[src/rtl/uart_rx_tx_only_pkg.sv]
// Shared definitions for the 8N1 UART core: frame parameters, FSM state
// encoding and the transmit line-level helper.
package uart_rx_tx_only_pkg;

  localparam int DBIT_DEF       = 8;   // data bits per frame
  localparam int SB_TICK_DEF    = 16;  // oversampling ticks per stop bit
  localparam int TIMER_BITS_DEF = 11;  // baud divisor width
  localparam int OVERSAMPLE     = 16;  // ticks per start/data bit
  localparam int START_MID      = 7;   // tick index of the start-bit centre

  typedef enum logic [1:0] {
    ST_IDLE  = 2'd0,
    ST_START = 2'd1,
    ST_DATA  = 2'd2,
    ST_STOP  = 2'd3
  } uart_state_e;

  // Serial line level the transmitter drives while in a given state
  function automatic logic tx_line_level(input uart_state_e st, input logic data_bit);
    logic lvl;
    case (st)
      ST_IDLE:  lvl = 1'b1;
      ST_START: lvl = 1'b0;
      ST_DATA:  lvl = data_bit;
      ST_STOP:  lvl = 1'b1;
      default:  lvl = 1'b1;
    endcase
    return lvl;
  endfunction

endpackage

[src/rtl/uart_rx_tx_only_baud_tick.sv]
// Shared 16x oversampling tick: mod-(N+1) counter, one-clk pulse at each wrap.
// The divisor is compared on every clock, so a new value takes effect at the
// next wrap; a divisor lowered below the running count wraps immediately.
module uart_baud_tick
  import uart_rx_tx_only_pkg::*;
#(
  parameter int TIMER_BITS = TIMER_BITS_DEF
) (
  input  logic                  clk,
  input  logic                  rst,
  input  logic [TIMER_BITS-1:0] i_final_value,
  output logic                  o_tick
);

  localparam logic [TIMER_BITS-1:0] CNT_ONE = TIMER_BITS'(1);

  logic [TIMER_BITS-1:0] r_count;
  logic                  r_tick;

  // Divisor counter with a registered tick so nothing pulses during reset
  always_ff @(posedge clk or posedge rst) begin
    if (rst) begin
      r_count <= '0;
      r_tick  <= 1'b0;
    end else if (r_count >= i_final_value) begin
      r_count <= '0;
      r_tick  <= 1'b1;
    end else begin
      r_count <= r_count + CNT_ONE;
      r_tick  <= 1'b0;
    end
  end

  assign o_tick = r_tick;

endmodule

[src/rtl/uart_rx_tx_only.sv]
// Full-duplex 8N1 UART: transmitter and receiver FSMs sharing one 16x tick.
// Line output and done pulses are registered; next values are derived from
// the next state so tx changes on the same edge as the state register.
module uart_rx_tx_only
  import uart_rx_tx_only_pkg::*;
#(
  parameter int DBIT       = DBIT_DEF,
  parameter int SB_TICK    = SB_TICK_DEF,
  parameter int TIMER_BITS = TIMER_BITS_DEF
) (
  input  logic                  clk,
  input  logic                  reset_n,            // active-high despite the name
  input  logic [DBIT-1:0]       tx_din,
  input  logic                  tx_start,
  output logic                  tx_done_tick,
  output logic                  tx,
  input  logic                  rx,
  output logic                  rx_done_tick,
  output logic [DBIT-1:0]       rx_dout,
  input  logic [TIMER_BITS-1:0] timer_final_value
);

  localparam int S_MAX = (SB_TICK > OVERSAMPLE) ? SB_TICK : OVERSAMPLE;
  localparam int S_W   = $clog2(S_MAX);
  localparam int N_W   = $clog2(DBIT);

  localparam logic [S_W-1:0] OS_LAST = S_W'(OVERSAMPLE - 1);
  localparam logic [S_W-1:0] SB_LAST = S_W'(SB_TICK - 1);
  localparam logic [S_W-1:0] S_MID   = S_W'(START_MID);
  localparam logic [S_W-1:0] S_ONE   = S_W'(1);
  localparam logic [N_W-1:0] N_LAST  = N_W'(DBIT - 1);
  localparam logic [N_W-1:0] N_ONE   = N_W'(1);

  logic w_s_tick;

  uart_baud_tick #(
    .TIMER_BITS (TIMER_BITS)
  ) u_baud (
    .clk           (clk),
    .rst           (reset_n),
    .i_final_value (timer_final_value),
    .o_tick        (w_s_tick)
  );

  // ---------------------------------------------------------------- TX
  uart_state_e     r_tx_state, w_tx_state_nx;
  logic [S_W-1:0]  r_tx_s,     w_tx_s_nx;
  logic [N_W-1:0]  r_tx_n,     w_tx_n_nx;
  logic [DBIT-1:0] r_tx_b,     w_tx_b_nx;
  logic            r_tx_line,  w_tx_line_nx;
  logic            r_tx_done,  w_tx_done_nx;

  // TX state, counters, shift register and registered line/done outputs
  always_ff @(posedge clk or posedge reset_n) begin
    if (reset_n) begin
      r_tx_state <= ST_IDLE;
      r_tx_s     <= '0;
      r_tx_n     <= '0;
      r_tx_b     <= '0;
      r_tx_line  <= 1'b1;
      r_tx_done  <= 1'b0;
    end else begin
      r_tx_state <= w_tx_state_nx;
      r_tx_s     <= w_tx_s_nx;
      r_tx_n     <= w_tx_n_nx;
      r_tx_b     <= w_tx_b_nx;
      r_tx_line  <= w_tx_line_nx;
      r_tx_done  <= w_tx_done_nx;
    end
  end

  // TX next-state: start, LSB-first data, stop, done pulse on leaving stop
  always_comb begin
    w_tx_state_nx = r_tx_state;
    w_tx_s_nx     = r_tx_s;
    w_tx_n_nx     = r_tx_n;
    w_tx_b_nx     = r_tx_b;
    w_tx_done_nx  = 1'b0;
    case (r_tx_state)
      ST_IDLE: begin
        if (tx_start) begin
          w_tx_state_nx = ST_START;
          w_tx_s_nx     = '0;
          w_tx_b_nx     = tx_din;
        end else begin
          w_tx_state_nx = ST_IDLE;
        end
      end
      ST_START: begin
        if (w_s_tick) begin
          if (r_tx_s == OS_LAST) begin
            w_tx_state_nx = ST_DATA;
            w_tx_s_nx     = '0;
            w_tx_n_nx     = '0;
          end else begin
            w_tx_s_nx = r_tx_s + S_ONE;
          end
        end else begin
          w_tx_s_nx = r_tx_s;
        end
      end
      ST_DATA: begin
        if (w_s_tick) begin
          if (r_tx_s == OS_LAST) begin
            w_tx_s_nx = '0;
            w_tx_b_nx = r_tx_b >> 1;
            if (r_tx_n == N_LAST) begin
              w_tx_state_nx = ST_STOP;
            end else begin
              w_tx_n_nx = r_tx_n + N_ONE;
            end
          end else begin
            w_tx_s_nx = r_tx_s + S_ONE;
          end
        end else begin
          w_tx_s_nx = r_tx_s;
        end
      end
      ST_STOP: begin
        if (w_s_tick) begin
          if (r_tx_s == SB_LAST) begin
            w_tx_state_nx = ST_IDLE;
            w_tx_done_nx  = 1'b1;
          end else begin
            w_tx_s_nx = r_tx_s + S_ONE;
          end
        end else begin
          w_tx_s_nx = r_tx_s;
        end
      end
      default: begin
        w_tx_state_nx = ST_IDLE;
      end
    endcase
    w_tx_line_nx = tx_line_level(w_tx_state_nx, w_tx_b_nx[0]);
  end

  assign tx           = r_tx_line;
  assign tx_done_tick = r_tx_done;

  // ---------------------------------------------------------------- RX
  logic r_rx_meta;
  logic r_rx_sync;

  // Two-flop synchronizer for the asynchronous serial input
  always_ff @(posedge clk or posedge reset_n) begin
    if (reset_n) begin
      r_rx_meta <= 1'b1;
      r_rx_sync <= 1'b1;
    end else begin
      r_rx_meta <= rx;
      r_rx_sync <= r_rx_meta;
    end
  end

  uart_state_e     r_rx_state, w_rx_state_nx;
  logic [S_W-1:0]  r_rx_s,     w_rx_s_nx;
  logic [N_W-1:0]  r_rx_n,     w_rx_n_nx;
  logic [DBIT-1:0] r_rx_b,     w_rx_b_nx;
  logic [DBIT-1:0] r_rx_dout,  w_rx_dout_nx;
  logic            r_rx_done,  w_rx_done_nx;

  // RX state, counters, shift register and registered byte/done outputs
  always_ff @(posedge clk or posedge reset_n) begin
    if (reset_n) begin
      r_rx_state <= ST_IDLE;
      r_rx_s     <= '0;
      r_rx_n     <= '0;
      r_rx_b     <= '0;
      r_rx_dout  <= '0;
      r_rx_done  <= 1'b0;
    end else begin
      r_rx_state <= w_rx_state_nx;
      r_rx_s     <= w_rx_s_nx;
      r_rx_n     <= w_rx_n_nx;
      r_rx_b     <= w_rx_b_nx;
      r_rx_dout  <= w_rx_dout_nx;
      r_rx_done  <= w_rx_done_nx;
    end
  end

  // RX next-state: start-centre glitch check, mid-bit sampling, stop copy-out
  always_comb begin
    w_rx_state_nx = r_rx_state;
    w_rx_s_nx     = r_rx_s;
    w_rx_n_nx     = r_rx_n;
    w_rx_b_nx     = r_rx_b;
    w_rx_dout_nx  = r_rx_dout;
    w_rx_done_nx  = 1'b0;
    case (r_rx_state)
      ST_IDLE: begin
        if (!r_rx_sync) begin
          w_rx_state_nx = ST_START;
          w_rx_s_nx     = '0;
        end else begin
          w_rx_state_nx = ST_IDLE;
        end
      end
      ST_START: begin
        if (w_s_tick) begin
          if (r_rx_s == S_MID) begin
            if (!r_rx_sync) begin
              w_rx_state_nx = ST_DATA;
              w_rx_s_nx     = '0;
              w_rx_n_nx     = '0;
            end else begin
              w_rx_state_nx = ST_IDLE;  // line recovered: treat as noise
            end
          end else begin
            w_rx_s_nx = r_rx_s + S_ONE;
          end
        end else begin
          w_rx_s_nx = r_rx_s;
        end
      end
      ST_DATA: begin
        if (w_s_tick) begin
          if (r_rx_s == OS_LAST) begin
            w_rx_s_nx = '0;
            w_rx_b_nx = {r_rx_sync, r_rx_b[DBIT-1:1]};
            if (r_rx_n == N_LAST) begin
              w_rx_state_nx = ST_STOP;
            end else begin
              w_rx_n_nx = r_rx_n + N_ONE;
            end
          end else begin
            w_rx_s_nx = r_rx_s + S_ONE;
          end
        end else begin
          w_rx_s_nx = r_rx_s;
        end
      end
      ST_STOP: begin
        if (w_s_tick) begin
          if (r_rx_s == SB_LAST) begin
            // Stop-bit level is not inspected; the byte is delivered as-is
            w_rx_state_nx = ST_IDLE;
            w_rx_dout_nx  = r_rx_b;
            w_rx_done_nx  = 1'b1;
          end else begin
            w_rx_s_nx = r_rx_s + S_ONE;
          end
        end else begin
          w_rx_s_nx = r_rx_s;
        end
      end
      default: begin
        w_rx_state_nx = ST_IDLE;
      end
    endcase
  end

  assign rx_dout      = r_rx_dout;
  assign rx_done_tick = r_rx_done;

endmodule

[config.mk]
export PLATFORM = sky130hd
export DESIGN_NAME = uart_rx_tx_only
export DESIGN_NICKNAME = d
export VERILOG_FILES = /design/src/rtl/uart_rx_tx_only_pkg.sv /design/src/rtl/uart_rx_tx_only_baud_tick.sv /design/src/rtl/uart_rx_tx_only.sv
export SDC_FILE = /design/constraint.sdc
export NUM_CORES = 1
export LEC_CHECK = 0
export CAP_MARGIN = 30
export CORE_AREA = 2 2 64 127
export DETAILED_ROUTE_END_ITERATION = 6
export DIE_AREA = 0 0 66 129
export GPL_TIMING_DRIVEN = 0
export PLACE_DENSITY_LB_ADDON = 0.08
export SYNTH_ARGS = -nofsm -noshare
export SYNTH_HDL_FRONTEND = slang
export SYNTH_SLANG_ARGS = --single-unit
[constraint.sdc]
create_clock -name clk -period 6.9 [get_ports clk]
set_input_delay 0.69 -clock clk [delete_from_list [all_inputs] [get_ports clk]]
set_output_delay 0.69 -clock clk [all_outputs]
set_load 0.01 [all_outputs]
==> impl_metrics.toml <==
[setup_path]
crit_top_cell = "ha_1"
cp_data_required_time_ns = 7.13
r2r_cells = 8
path_class = "flip-flop to flip-flop"
critPathMaxFanout = 7
cp-start-kind = "flip-flop"
end_kind = "flip-flop"
worst_path_max_delay_cell = "dfrtp_1"
arrival_ns = 2.63
worstPathCellList = "ha_1 -> and4_4 -> and2_4 -> buf_6 -> a221o_1 -> and2_1 -> ha_1 -> o41ai_2"
cpPeakStageDelay_ns = 0.40

[logic_synthesis]
synth-seq-cells = 59
synthCells = 292
synth-edff-count = 0
synth_warnings = 0
syn_area_sq_um = 3190
yosysSeqAreaShare_pct = 46.4
async_flop_share_pct = 100
synth_top_flop_cell = "dfrtp_1"
syn_avg_cell_area_sq_um = 10.9
ys_types = 53
synth_fp_nets = 339

[routing]
topRoutingLayerUsed = "met4"
ant_nets = 0
route.detailed.drc = 0
first_pass_iters = 4
wl_met1_mm = 2.55
dr_wl_met2_mm = 3.69
viasPerCell = 5.37
routed_wl_mm = 6.57
wl_per_cell_microns = 15.1
vias = 2341
drt-initial-drc-count = 93
routed-wl-met3_microns = 190

[timing]
finalWorstSetupSlack_ns = 4.50
hold_viol_final = 0
slew_viol_final = 0
min_period_ns = 2.40
fmax_ghz = 0.417
tightest_slew_ns = 0.727
finalSetupViolations = 0
setup_tns_ns = 0
fin_crit_sh_pct = 34.8
relSlewSlack_pct = 51.4
fin_skew_ns = 0.00836
rsz0062_at_grt = "no"

[clocking]
path_clk_slew_ns = 0.05
cts_tree = "yes"
clockRootBuffer = "clkbuf_16"
cts_made_buffers = 9
cts_resized = 0
cts_setup_buffers = 0
cts_max_level = 3
clock_latency_ns = 0.33
cts.sinks = 59
clockBufferDepth = 2
ctsHoldBuffers = 0

[floorplan]
fp.dieArea_sq_um = 8510
fp.dieH_microns = 129
fp.dieW_microns = 66
placementRows = 45
coreArea_sq_um = 7540
ios = 34
initial_core_util_pct = 42.3

[final_layout]
fillers = 693
nNetsFinal = 384
final_core_util_pct = 52.6
diodes = 0
final_cell_mix = "dfrtp_1, clkdlybuf4s50_1, ha_1, inv_1, mux2_2"
syn2layout_area_growth_pct = 24.4
final_common_cell = "dfrtp_1"
drive_above_1_share_pct = 17.5

[power_and_ir_drop]
internal_power_mw = 0.872
power.switching_mw = 0.378
pwr-share-seq_pct = 37.3
combPwrFrac_pct = 25.2
ir_drop_mv = 0.154
switching_share_pct = 30.2
clkPwrFrac_pct = 37.6
cellLeakagePower_nw = 1.83
powerDensity_nw_per_um2 = 315

[grt]
grt_pass1_vias = 2450
grt_usage_pct = 18.2
gr-total-overflow = 0
grt_pass1_wl_mm = 11.6
grt_max_degree = 34
antenna_found_initial = 0

[worst_hold_path]
hp-class = "flip-flop to flip-flop"
min_path_cells = 0

[place]
port_buffers = 33
place_ws_ns = 4.22
detailed_place_hpwl_mm = 4.90
place_congestion = 0.781

[status]
status = "finished, final reports clean"

[run]
max_cap_viol_count = 0
## critical path: cells and delay by family (launching register included)
kind            cells  cell delay, ns
simple gates        3            0.57
flops               1            0.40
buf+inv             1            0.13
fa+ha+maj           2            0.48
compound gates      2            0.72
## Yosys cell counts, types with 2 or more instances
master	number	area share, %
o21ai_0	11	1.7
xor2_1	5	1.4
buf_6	2	0.71
o21bai_1	2	0.47
nor2b_1	4	0.78
and3_1	3	0.59
a22o_1	7	1.9
a21oi_1	10	1.6
nand2b_1	3	0.59
xnor2_1	6	1.6
nand2_1	10	1.2
o2bb2ai_1	2	0.55
nor3_1	5	0.78
mux2_2	21	7.4
dfstp_2	3	2.5
nor2_1	19	2.2
a31oi_1	2	0.39
nand4_1	8	1.6
ha_1	24	9.4
clkbuf_1	4	0.47
a21o_1	2	0.47
inv_1	22	2.6
a211oi_1	13	3.1
nand3_1	8	1.3
and2_1	3	0.59
dfrtp_1	56	44
buf_2	4	0.63
a22oi_1	6	1.4
and3b_1	2	0.55
a221o_1	2	0.63
## power groups by stage
stage	combinational, mW	sequential [mW]	clock, mW
floorplan	0.241	0.456	0
global placement	0.309	0.470	0
detailed placement	0.318	0.471	0
CTS	0.320	0.466	0.481
global route	0.365	0.475	0.498
finish	0.314	0.466	0.470
## path summary, 6_finish.rpt
check / start / endpoint / slack [ns]
min in group asynchronous: reset_n / rx_dout[1] / 0.81
worst min register to register: r_rx_meta / r_rx_sync / 0.36
max in group asynchronous: reset_n / r_rx_meta / 5.41
worst max-delay path: r_tx_s[0] / tx / 4.50
worst min-delay path: r_rx_meta / r_rx_sync / 0.36
worst max register to register: r_tx_s[0] / tx / 4.50
## cells by family after synthesis
logic type	synth area share, %
and+or+nand+nor	13.0
AOI/OAI and AO/OA	15.8
DFF	46.4
buffers and inverters	4.63
adders and majority gates	9.42
muxes	7.73
xor gates and xnor gates	3.02
## per-layer routing
metal  vias up  GRT usage, %
met5         -             0
met3        10          4.46
li1       1149             -
met2        36          32.3
met1      1146          19.4
met4         0          9.36
## cell type report
cell class              instances  area [sq um]  share of cell area, %
multi-input cells             200          1560                   39.4
clock inverters                 5          77.6                   1.96
inverters                      22          82.6                   2.08
plain buffers                  11          65.1                   1.64
well taps                      94           118                   2.96
flip-flops and latches         59          1480                   37.3
clock buffers                  11           233                   5.87
repair buffers                 34           350                   8.83
## registers in the layout (all words and copies together), names as in the netlist, 2 cells and up, named ones only
register        cells
r_tx_b              8
r_tx_state          2
r_rx_b              8
r_rx_n              3
u_baud.r_count     11
r_tx_n              3
rx_dout             8
r_tx_s              4
r_rx_s              4
## metrics by stage
stage               instance area [sq um]  std cells  hold slack [ns]  power [mW]
floorplan                            3190        292            0.345       0.697
finish                               3970        436            0.358        1.25
detailed placement                   3660        420            0.355       0.789
CTS                                  3970        436            0.362        1.27
global placement                     3640        419            0.356       0.778
global route                         3970        436            0.364        1.34
(Power assumes the default switching activity.)
